## config.mk

```make
export PLATFORM = sky130hd
export DESIGN_NAME = demux_tdm
export DESIGN_NICKNAME = d
export VERILOG_FILES = /design/src/rtl/demux_tdm_pkg.sv /design/src/rtl/demux_tdm_slot_counter.sv /design/src/rtl/demux_tdm.sv
export SDC_FILE = /design/constraint.sdc
export NUM_CORES = 1
export LEC_CHECK = 0
export BUFFER_PORTS_ARGS = -buffer_cell sky130_fd_sc_hd__clkbuf_2
export CAP_MARGIN = 0
export CORE_UTILIZATION = 50
export CTS_CLUSTER_DIAMETER = 120
export DETAILED_ROUTE_END_ITERATION = 6
export HOLD_SLACK_MARGIN = 0.05
export PLACE_DENSITY = 0.78
export RECOVER_POWER = 25
export SYNTH_ARGS = -nofsm -noshare
export SYNTH_HDL_FRONTEND = slang
export SYNTH_SLANG_ARGS = --single-unit
```

## constraint.sdc

```tcl
create_clock -name clk -period 3.05 [get_ports clk]
set_input_delay 0.305 -clock clk [delete_from_list [all_inputs] [get_ports clk]]
set_output_delay 0.305 -clock clk [all_outputs]
set_load 0.05 [all_outputs]
```

## src/rtl/demux_tdm_pkg.sv

```systemverilog
//==============================================================================
// Module  : demux_tdm_pkg
// Purpose : Shared definitions for the TDM demultiplexer and the matching
//           4:1 mux transmitter: default slot-index width and the receiver
//           FSM state encoding (IDLE=0, RECV=1).
// Revision: 1.0 - initial release
//==============================================================================
`default_nettype none

package demux_tdm_pkg;

    // Default slot-index width; the transmitter select uses the same value.
    localparam int SEL_W_DEF = 2;

    // Receiver FSM state encoding, fixed so both sides of the link agree.
    typedef enum logic [0:0] {
        ST_IDLE = 1'b0,
        ST_RECV = 1'b1
    } state_t;

endpackage

`default_nettype wire

```

## src/rtl/demux_tdm_slot_counter.sv

```systemverilog
//==============================================================================
// Module  : slot_counter
// Purpose : SEL_W-bit slot counter. Loads 1 when a frame starts (slot 0 is
//           consumed by that same sample), increments on each further sample
//           and wraps naturally from 2**SEL_W-1 back to 0.
// Ports   : clk        - clock, rising edge
//           rst        - asynchronous active-high reset, clears count
//           i_inc      - advance to the next slot
//           i_load_one - force count to 1 (takes priority over i_inc)
//           o_cnt      - current slot index
// Revision: 1.0 - initial release
//==============================================================================
`default_nettype none

module slot_counter #(
    parameter int SEL_W = 2
) (
    input  logic             clk,
    input  logic             rst,
    input  logic             i_inc,
    input  logic             i_load_one,
    output logic [SEL_W-1:0] o_cnt
);

    logic [SEL_W-1:0] r_cnt;

    always_ff @(posedge clk or posedge rst) begin
        if (rst) begin
            r_cnt <= '0;
        end else if (i_load_one) begin
            r_cnt <= SEL_W'(1);
        end else if (i_inc) begin
            r_cnt <= r_cnt + 1'b1;
        end
    end

    assign o_cnt = r_cnt;

endmodule

`default_nettype wire

```

## src/rtl/demux_tdm.sv

```systemverilog
//==============================================================================
// Module  : demux_tdm
// Purpose : Serial-to-parallel receiver for a 2**SEL_W slot TDM stream.
//           Bit sampled in slot k lands in D[k]. A completed word is offered
//           on D with a valid/ready handshake; words arriving while the
//           previous one is still unconsumed are dropped (sticky overrun).
//           A sync seen mid-frame restarts the frame (sticky frame_err).
// Ports   : clk       - clock, rising edge
//           rst       - asynchronous active-high reset
//           din       - serial TDM bit
//           sync      - din carries slot 0 this cycle
//           en        - sample strobe; din/sync ignored when low
//           S         - slot index expected on the next sample
//           D         - last complete word
//           valid     - D holds an unconsumed word
//           ready     - consumer accepts D when valid & ready
//           busy      - receiver is mid-frame
//           overrun   - sticky, a completed word was dropped
//           frame_err - sticky, sync arrived mid-frame
// Revision: 1.0 - initial release
//==============================================================================
`default_nettype none

module demux_tdm
    import demux_tdm_pkg::*;
#(
    parameter int SEL_W = SEL_W_DEF
) (
    input  logic               clk,
    input  logic               rst,
    input  logic               din,
    input  logic               sync,
    input  logic               en,
    output logic [SEL_W-1:0]   S,
    output logic [2**SEL_W-1:0] D,
    output logic               valid,
    input  logic               ready,
    output logic               busy,
    output logic               overrun,
    output logic               frame_err
);

    localparam int N = 2**SEL_W;
    localparam logic [SEL_W-1:0] c_last_slot = SEL_W'(N - 1);

    state_t           r_state;
    state_t           w_state_nxt;
    logic [N-1:0]     r_buf;
    logic [N-1:0]     r_d;
    logic             r_valid;
    logic             r_overrun;
    logic             r_frame_err;
    logic [SEL_W-1:0] w_slot;

    logic             w_start;     // en & sync: din is slot 0 of a new frame
    logic             w_adv;       // en & !sync inside a frame
    logic             w_resync;    // sync interrupted a partial frame
    logic             w_complete;  // last slot sampled this cycle
    logic             w_load;      // completed word may enter D
    logic [N-1:0]     w_word;      // buffer with the current sample merged in

    slot_counter #(
        .SEL_W (SEL_W)
    ) u_slot_counter (
        .clk        (clk),
        .rst        (rst),
        .i_inc      (w_adv),
        .i_load_one (w_start),
        .o_cnt      (w_slot)
    );

    always_ff @(posedge clk or posedge rst) begin
        if (rst) begin
            r_state <= ST_IDLE;
        end else begin
            r_state <= w_state_nxt;
        end
    end

    always_comb begin
        w_state_nxt = r_state;
        w_start     = 1'b0;
        w_adv       = 1'b0;
        w_resync    = 1'b0;
        w_complete  = 1'b0;
        w_word      = r_buf;
        case (r_state)
            ST_IDLE: begin
                if (en && sync) begin
                    w_start     = 1'b1;
                    w_state_nxt = ST_RECV;
                end
            end
            ST_RECV: begin
                if (en && sync) begin
                    // Restart in place; the partial word is overwritten.
                    w_start  = 1'b1;
                    w_resync = (w_slot != '0);
                end else if (en) begin
                    w_adv          = 1'b1;
                    w_word[w_slot] = din;
                    if (w_slot == c_last_slot) begin
                        w_complete  = 1'b1;
                        w_state_nxt = ST_IDLE;
                    end
                end
            end
            default: begin
                w_state_nxt = ST_IDLE;
            end
        endcase
    end

    // A finished word may only replace D if D is empty or being consumed now.
    assign w_load = w_complete && (!r_valid || ready);

    always_ff @(posedge clk or posedge rst) begin
        if (rst) begin
            r_buf       <= '0;
            r_d         <= '0;
            r_valid     <= 1'b0;
            r_overrun   <= 1'b0;
            r_frame_err <= 1'b0;
        end else begin
            if (w_start) begin
                r_buf <= {{(N-1){1'b0}}, din};
            end else if (w_adv) begin
                r_buf <= w_word;
            end

            if (w_load) begin
                r_d     <= w_word;
                r_valid <= 1'b1;
            end else if (ready) begin
                r_valid <= 1'b0;
            end

            if (w_complete && !w_load) begin
                r_overrun <= 1'b1;
            end

            if (w_resync) begin
                r_frame_err <= 1'b1;
            end
        end
    end

    assign S         = w_slot;
    assign D         = r_d;
    assign valid     = r_valid;
    assign busy      = (r_state == ST_RECV);
    assign overrun   = r_overrun;
    assign frame_err = r_frame_err;

endmodule

`default_nettype wire

```

**After elaboration in Yosys (flattened, before gate mapping)**

Index checks and enable logic that the tools add are counted.

- Bits in registers: 14
- Bits in latches: 0
- Memory bits (writable): 0
- Bits in read-only memories: 0
- Input bits: 6
- Output and inout bits: 10
- Word-level logic and storage cells: 48
- Memories: 0

- Add/subtract/negate cells: 1
- Multiply operators: 0
- Div/mod/pow operators: 0
- $lt $le $gt $ge: 2
- Equality and inequality tests: 1
- Shifts and indexed selects: 0
- Mux-type cells: 26
- Bitwise gates (word level): 1
- Reduce and logical (&&, ||, !) cells: 10

Operators with widths:

| operator | number |
|---|---|
| two-way mux 4 bit | 5 |
| two-way mux 1 bit | 16 |
| nonzero test 2 bit | 3 |
| bitwise mux 4 bit | 1 |
| logical AND 1 bit | 4 |
| two-way mux 2 bit | 2 |
| less-than comparator 2 x 3 -> 1 bit (second input constant) | 1 |
| adder 2 x 1 -> 2 bit (second input constant) | 1 |
| demux 1 bit (select 2 bit) | 1 |
| == test 2 bit (second input constant) | 1 |
| >= comparator 2 x 1 -> 1 bit (second input constant) | 1 |
| logical NOT 1 bit | 2 |
| one-hot mux 1 bit (2 select lines) | 1 |
| logical OR 1 bit | 1 |
| NOT 1 bit | 1 |

**Logic depth before layout (Yosys ltp)**

- Depth in word-level cells: 10
- Depth in mapped cells: 5
- Depth with buffers taken out: 5

**Hierarchy**

Synthesis repeated with hierarchy kept, for this count alone.

- Cell total of the unflattened synthesis: 51
- Area, all modules: 596.8 um^2

Modules (own cells, without submodules):

| module | times used | cells an instance | area an instance (um^2) | sequential area each (um^2) |
|---|---|---|---|---|
| demux_tdm | 1 | 42 | 493.0 | 275.3 |
| slot_counter | 1 | 9 | 103.8 | 50.0 |

**Least setup slack after synthesis**

OpenSTA, ideal clock, no wires.

- Kind: reg2reg
- Start: reg u_slot_counter.r_cnt[0] (netlist: u_slot_counter.o_cnt[0])
- End: reg r_d[2] (netlist: D[2])
- Library setup time: 0.125 ns
- Data arrival time: 1.720 ns
- Data required time: 2.925 ns
- Slack: 1.205 ns
- Cell stages (with the launch flop): 6
- Path buffers: 0
- Period minus slack after synthesis: 1.845 ns
- Cells stage by stage: dfrtp_1 inv_1 ha_1 nand4b_1 mux2_1 mux2_4

- Longest elaborated chain between the ends: 8
- Elaborated cells between the ends (all ways): 15
- Classes of those cells: 2 x order compare; 1 x eq/ne; 10 x mux; 2 x reduce/logical

RTL lines:

| item | line | RTL |
|---|---|---|
| start: declaration | demux_tdm_slot_counter.sv:25 | `logic [SEL_W-1:0] r_cnt;` |
| start signal: assignment | demux_tdm_slot_counter.sv:33 | `r_cnt <= r_cnt + 1'b1;` |
| less-than comparator 2 x 3 -> 1 bit (not written as such) or >= comparator 2 x 1 -> 1 bit (tied branches) | demux_tdm.sv:101 | `w_word[w_slot] = din;` |
| logical AND 1 bit (not written as such) | demux_tdm.sv:101 |  |
| two-way mux 1 bit (not written as such) | demux_tdm.sv:101 |  |
| demux 1 bit (select 2 bit) | demux_tdm.sv:101 |  |
| bitwise mux 4 bit | demux_tdm.sv:101 |  |
| two-way mux 4 bit | demux_tdm.sv:99 | `end else if (en) begin` |
| two-way mux 4 bit | demux_tdm.sv:95 | `if (en && sync) begin` |
| two-way mux 4 bit | demux_tdm.sv:87 | `case (r_state)` |
| end signal: assignment | demux_tdm.sv:132 | `r_d <= w_word;` |
| end: declaration | demux_tdm.sv:49 | `logic [N-1:0] r_d;` |

Several ways; a longest one is shown, not always the timed one.
A chain may end at the register's enable or synchronous reset.

**Final worst setup path**

- Start: reg r_state (netlist: busy)
- End: reg r_d[3] (netlist: D[3])

- Longest elaborated chain between the ends: 2
- Elaborated cells between the ends (all ways): 3
- Classes of those cells: 2 x mux; 1 x reduce/logical

RTL lines:

| item | line | RTL |
|---|---|---|
| start: declaration | demux_tdm.sv:46 | `state_t r_state;` |
| start signal: assignment | demux_tdm.sv:76 | `r_state <= w_state_nxt;` |
| two-way mux 1 bit | demux_tdm.sv:87 |  |
| logical AND 1 bit | demux_tdm.sv:115 | `assign w_load = w_complete && (!r_valid \|\| ready);` |

Several ways; a longest one is shown, not always the timed one.

==> results <==
- The flow ran to the end, and the final reports show no timing, DRC or antenna violations.
- Sorting the synthesized cells by how often they occur yields 13 x dfrtp_1, 5 x nand2_1.
- Buffers inserted during clock tree synthesis total 3.
- The portion of synthesized area spent on multiplexers is between 10% and 20%.
- The final layout contains routed wiring with a total length of between 1000 and 1500 um.
- Routability-driven placement finished with a final weighted congestion of between 0.7 and 0.8.
- The synthesized-area fraction occupied by adder cells is 7.16%.
- The flip-flop and latch area is 325 um^2.
- After synthesis the netlist holds a flip-flop and latch count of 13.
- The boundary pin count is 16.
- In the final layout, the share of cells above drive strength 1 is 29.7%.
- The maximum fanout along the worst path is 13.
- Summing the areas of all and, or, nand and nor instances in the mapped netlist gives between 10% and 20% of the synthesized area.
- The number of remaining DRC errors is 0.
- The die is a little under 40 um wide.
- The initial standard-cell utilization of the core is roughly 54%.
- Counting cells, the worst reg-to-reg path comes to 3.
- In the post-synthesis netlist, the biggest area contributors are dfrtp_1 47%, mux2_4 8.6%, ha_1 7.2%.
- Across the run, the number of max-cap violations was 0.
- Detailed placement finished with a half-perimeter wire length of approximately 900 um.
- The first routing iteration left 2 violations.
- The launch point of the worst hold path is ready.
- For this design, the sink count on the clock tree is 13.
- The xor/xnor cell area share of the yosys netlist is 0%.
- The worst register-to-register path has a setup slack of roughly 1.4 ns.
- The pin count of the biggest net entering global routing is 14.
- The total core area is roughly 1300 um^2.
- The count of nets left with antenna violations once routing finished came out at 0.
- The clock edge transition at the registers on the reported setup and hold paths is ~0.08 ns.
- By area, the combinational part of the netlist is dominated by multiplexers.
- The max-slew violation count came to 0.
- The die covers 1550 um^2.
- Setup repair after global routing left no endpoint under its margin.
- The sort of element at the start of the critical path is a flop.
- The reg-to-reg critical path endpoint is D[3]$_DFFE_PP0P_.
- Timing would allow up to approximately 600 MHz.
- After technology mapping, the gate count stands at 58.
- The hold-critical path depth is 3.
- The CTS root buffer is clkbuf_4.
- Summing the areas of all compound-gate instances in the mapped netlist gives approximately an eighth of the synthesized area.
- The endpoint class of the critical path is a flop.
- The critical path is of the flop to flop type.
- The vias per cell is around 5.6.
- Across the VDD grid, the largest voltage drop is 0.442 mV.
- Averaged over all synthesized cells, the footprint is around 12 um^2.
- The path category of the worst min-delay check is input pin to flop.
- The worst setup path endpoint is D[3]$_DFFE_PP0P_.
- The number of nets at the end of the flow is between 80 and 90.
- In this run the cell area of the synthesized design comes to 699 um^2.
- The number of gates resized after CTS was 0.
- The number of nets handed over by synthesis was 68.
- The CTS tree is yes.
- The largest total area in the synthesized netlist belongs to dfrtp_1.
- The startpoint of the most critical register-to-register path is busy$_DFF_PP0_.
- The number of H-tree levels is 1.
- For this design the static power due to leakage is approximately 0.41 nW.
- The portion of synthesized cell area occupied by the leading cell type is a little under half.
- The later-pin clock latency in the skew report is around 0.27 ns.
- The worst setup path startpoint is busy$_DFF_PP0_.
- The routed wire length per instance is about 14 um.
- Setup violations remaining at the end of the flow were counted as 0.
- The post-synthesis to final-layout area growth is 14.1%.
- During synthesis, Yosys emitted a total of 0 warnings.
- For the worst setup path, the data required time is 3.20 ns.
- The final critical-path share of the clock period is between 50 and 60%.
- Global routing finished with a remaining overflow of 0.
- The data arrival time of the critical path is roughly 1.8 ns.
- The pin slew with the least headroom to its limit is roughly 0.5 ns.
- The final setup skew is between 0.004 and 0.005 ns.
- The number of antenna violations at the first check in global routing is 0.
- The wire length of the first global-routing pass is roughly 1900 um.
- The sequential share of the synthesized area is 46.5%.
- By instance count, the leading cell after synthesis is dfrtp_1.
- For this run, the total global-route usage over all layers was measured as a little under a fifth.
- The share of flip-flops with an asynchronous set or reset is 100%.
- The final sum of negative setup slack is 0 ns.
- Counting along the longest clock path gives a buffer depth of 2.
- The final route contains around 500 vias.
- In this run, synthesis inferred 0 flip-flops with an integrated enable.
- The worst slew margin relative to its limit is about two thirds.
- The number of distinct library cells after synthesis is 25.
- The count of buffers inserted at the top-level ports is 15.
- The clock period minus final worst setup slack is about 1.7 ns.
- The repair_antennas step left the layout with diodes totalling 0.
- The first detailed-routing pass took 4 iterations.
- The count of fill cells added during filler insertion is roughly 110.
- Among all flip-flop cells after synthesis, the most frequent one is dfrtp_1.
- The multi-input combinational cells in the finished layout cover a total of between 300 and 400 um^2.
- The cell row count is 13.
- In this run the power density over the cells is between 900 and 1000 nW/um^2.
- The completed layout was analyzed and its total power is between 0.7 and 0.8 mW.
- Across all hold checks on the routed design, the worst slack comes to roughly 0.33 ns.
- The die height is ~40 um.
- The via count of the first global-routing pass is about 420.
- The final number of hold-violating endpoints is 0.
==> report_power, final <==
group          internal, mW  switching, mW  leakage, nW
registers             0.224         0.0487        0.160
logic                 0.118          0.240        0.234
clock network        0.0505         0.0552       0.0150
total                 0.393          0.344        0.410
==> layout make-up <==
cell class	count	area share (%)
clock buffer	4	3.29
inverter	4	1.88
multi-input combinational	37	41.1
sequential	13	40.8
timing repair buffer	16	10.7
tap	15	2.35
==> kinds of logic (layout without fill, tap and decap cells) <==
| logic type | after synthesis | after routing |
|---|---|---|
| compound gates | 11 | 11 |
| fa+ha+maj | 4 | 4 |
| buf+inv | 8 | 24 |
| flops | 13 | 13 |
| mux | 9 | 9 |
| simple gates | 13 | 13 |
==> timing repair <==
item | 4_1_cts | 5_1_grt
hold buffers | 1 | 0
hold endpoints to repair | 13 | 0
setup buffers | 0 | 0
==> stage by stage <==
| stage | util, % | area [um^2] | instances | worst slack (ns) |
|---|---|---|---|---|
| floorplan | - | 699 | 58 | 1.20 |
| global placement | 58.6 | 762 | 84 | 1.40 |
| detailed placement | 58.6 | 762 | 84 | 1.39 |
| CTS | 61.3 | 798 | 89 | 1.37 |
| global route | 61.3 | 798 | 89 | 1.32 |
| finish | 61.3 | 798 | 89 | 1.38 |
==> worst max-delay path, stage by stage, from the launching register on <==
cell and delay, ns:
dfrtp_1 0.56, and3b_1 0.31, and3_1 0.35, mux2_4 0.33
==> metal layers <==
layer / vias to the layer above / track usage [%] / share of wire [%]
met5: - / 0 / 0
met4: 0 / 10.3 / 0.58
met3: 2 / 5.11 / 5.3
met2: 18 / 29.9 / 46
met1: 240 / 22.9 / 48
li1: 238 / - / -
==> cell usage in the layout (no fill, tap or decap), types with 2 or more instances in the layout <==
cell type | netlist | final
a21o_1 | 2 | 2
a32o_1 | 2 | 2
clkbuf_2 | 0 | 15
clkbuf_4 | 0 | 3
dfrtp_1 | 13 | 13
ha_1 | 4 | 4
inv_1 | 4 | 4
mux2_1 | 4 | 4
mux2_4 | 4 | 4
nand2_1 | 5 | 5
nand4b_1 | 3 | 3
==> flip-flops by register name, summed over array words and instances (netlist names) <==
register	flops
D	4
u_slot_counter.o_cnt	2
busy	1
r_buf	3
valid	1
frame_err	1
overrun	1
==> worst min-delay path by stage <==
| stage | end | slack, ns |
|---|---|---|
| after floorplan | D[0]$_DFFE_PP0P_ | 0.18 |
| after global placement | D[1]$_DFFE_PP0P_ | 0.33 |
| after detailed placement | r_buf[2]$_DFFE_PP0P_ | 0.33 |
| after CTS | valid$_DFFE_PP0P_ | 0.32 |
| after global routing | valid$_DFFE_PP0P_ | 0.35 |
| final | valid$_DFFE_PP0P_ | 0.33 |
No activity file was read; power rests on OpenSTA's default activity.
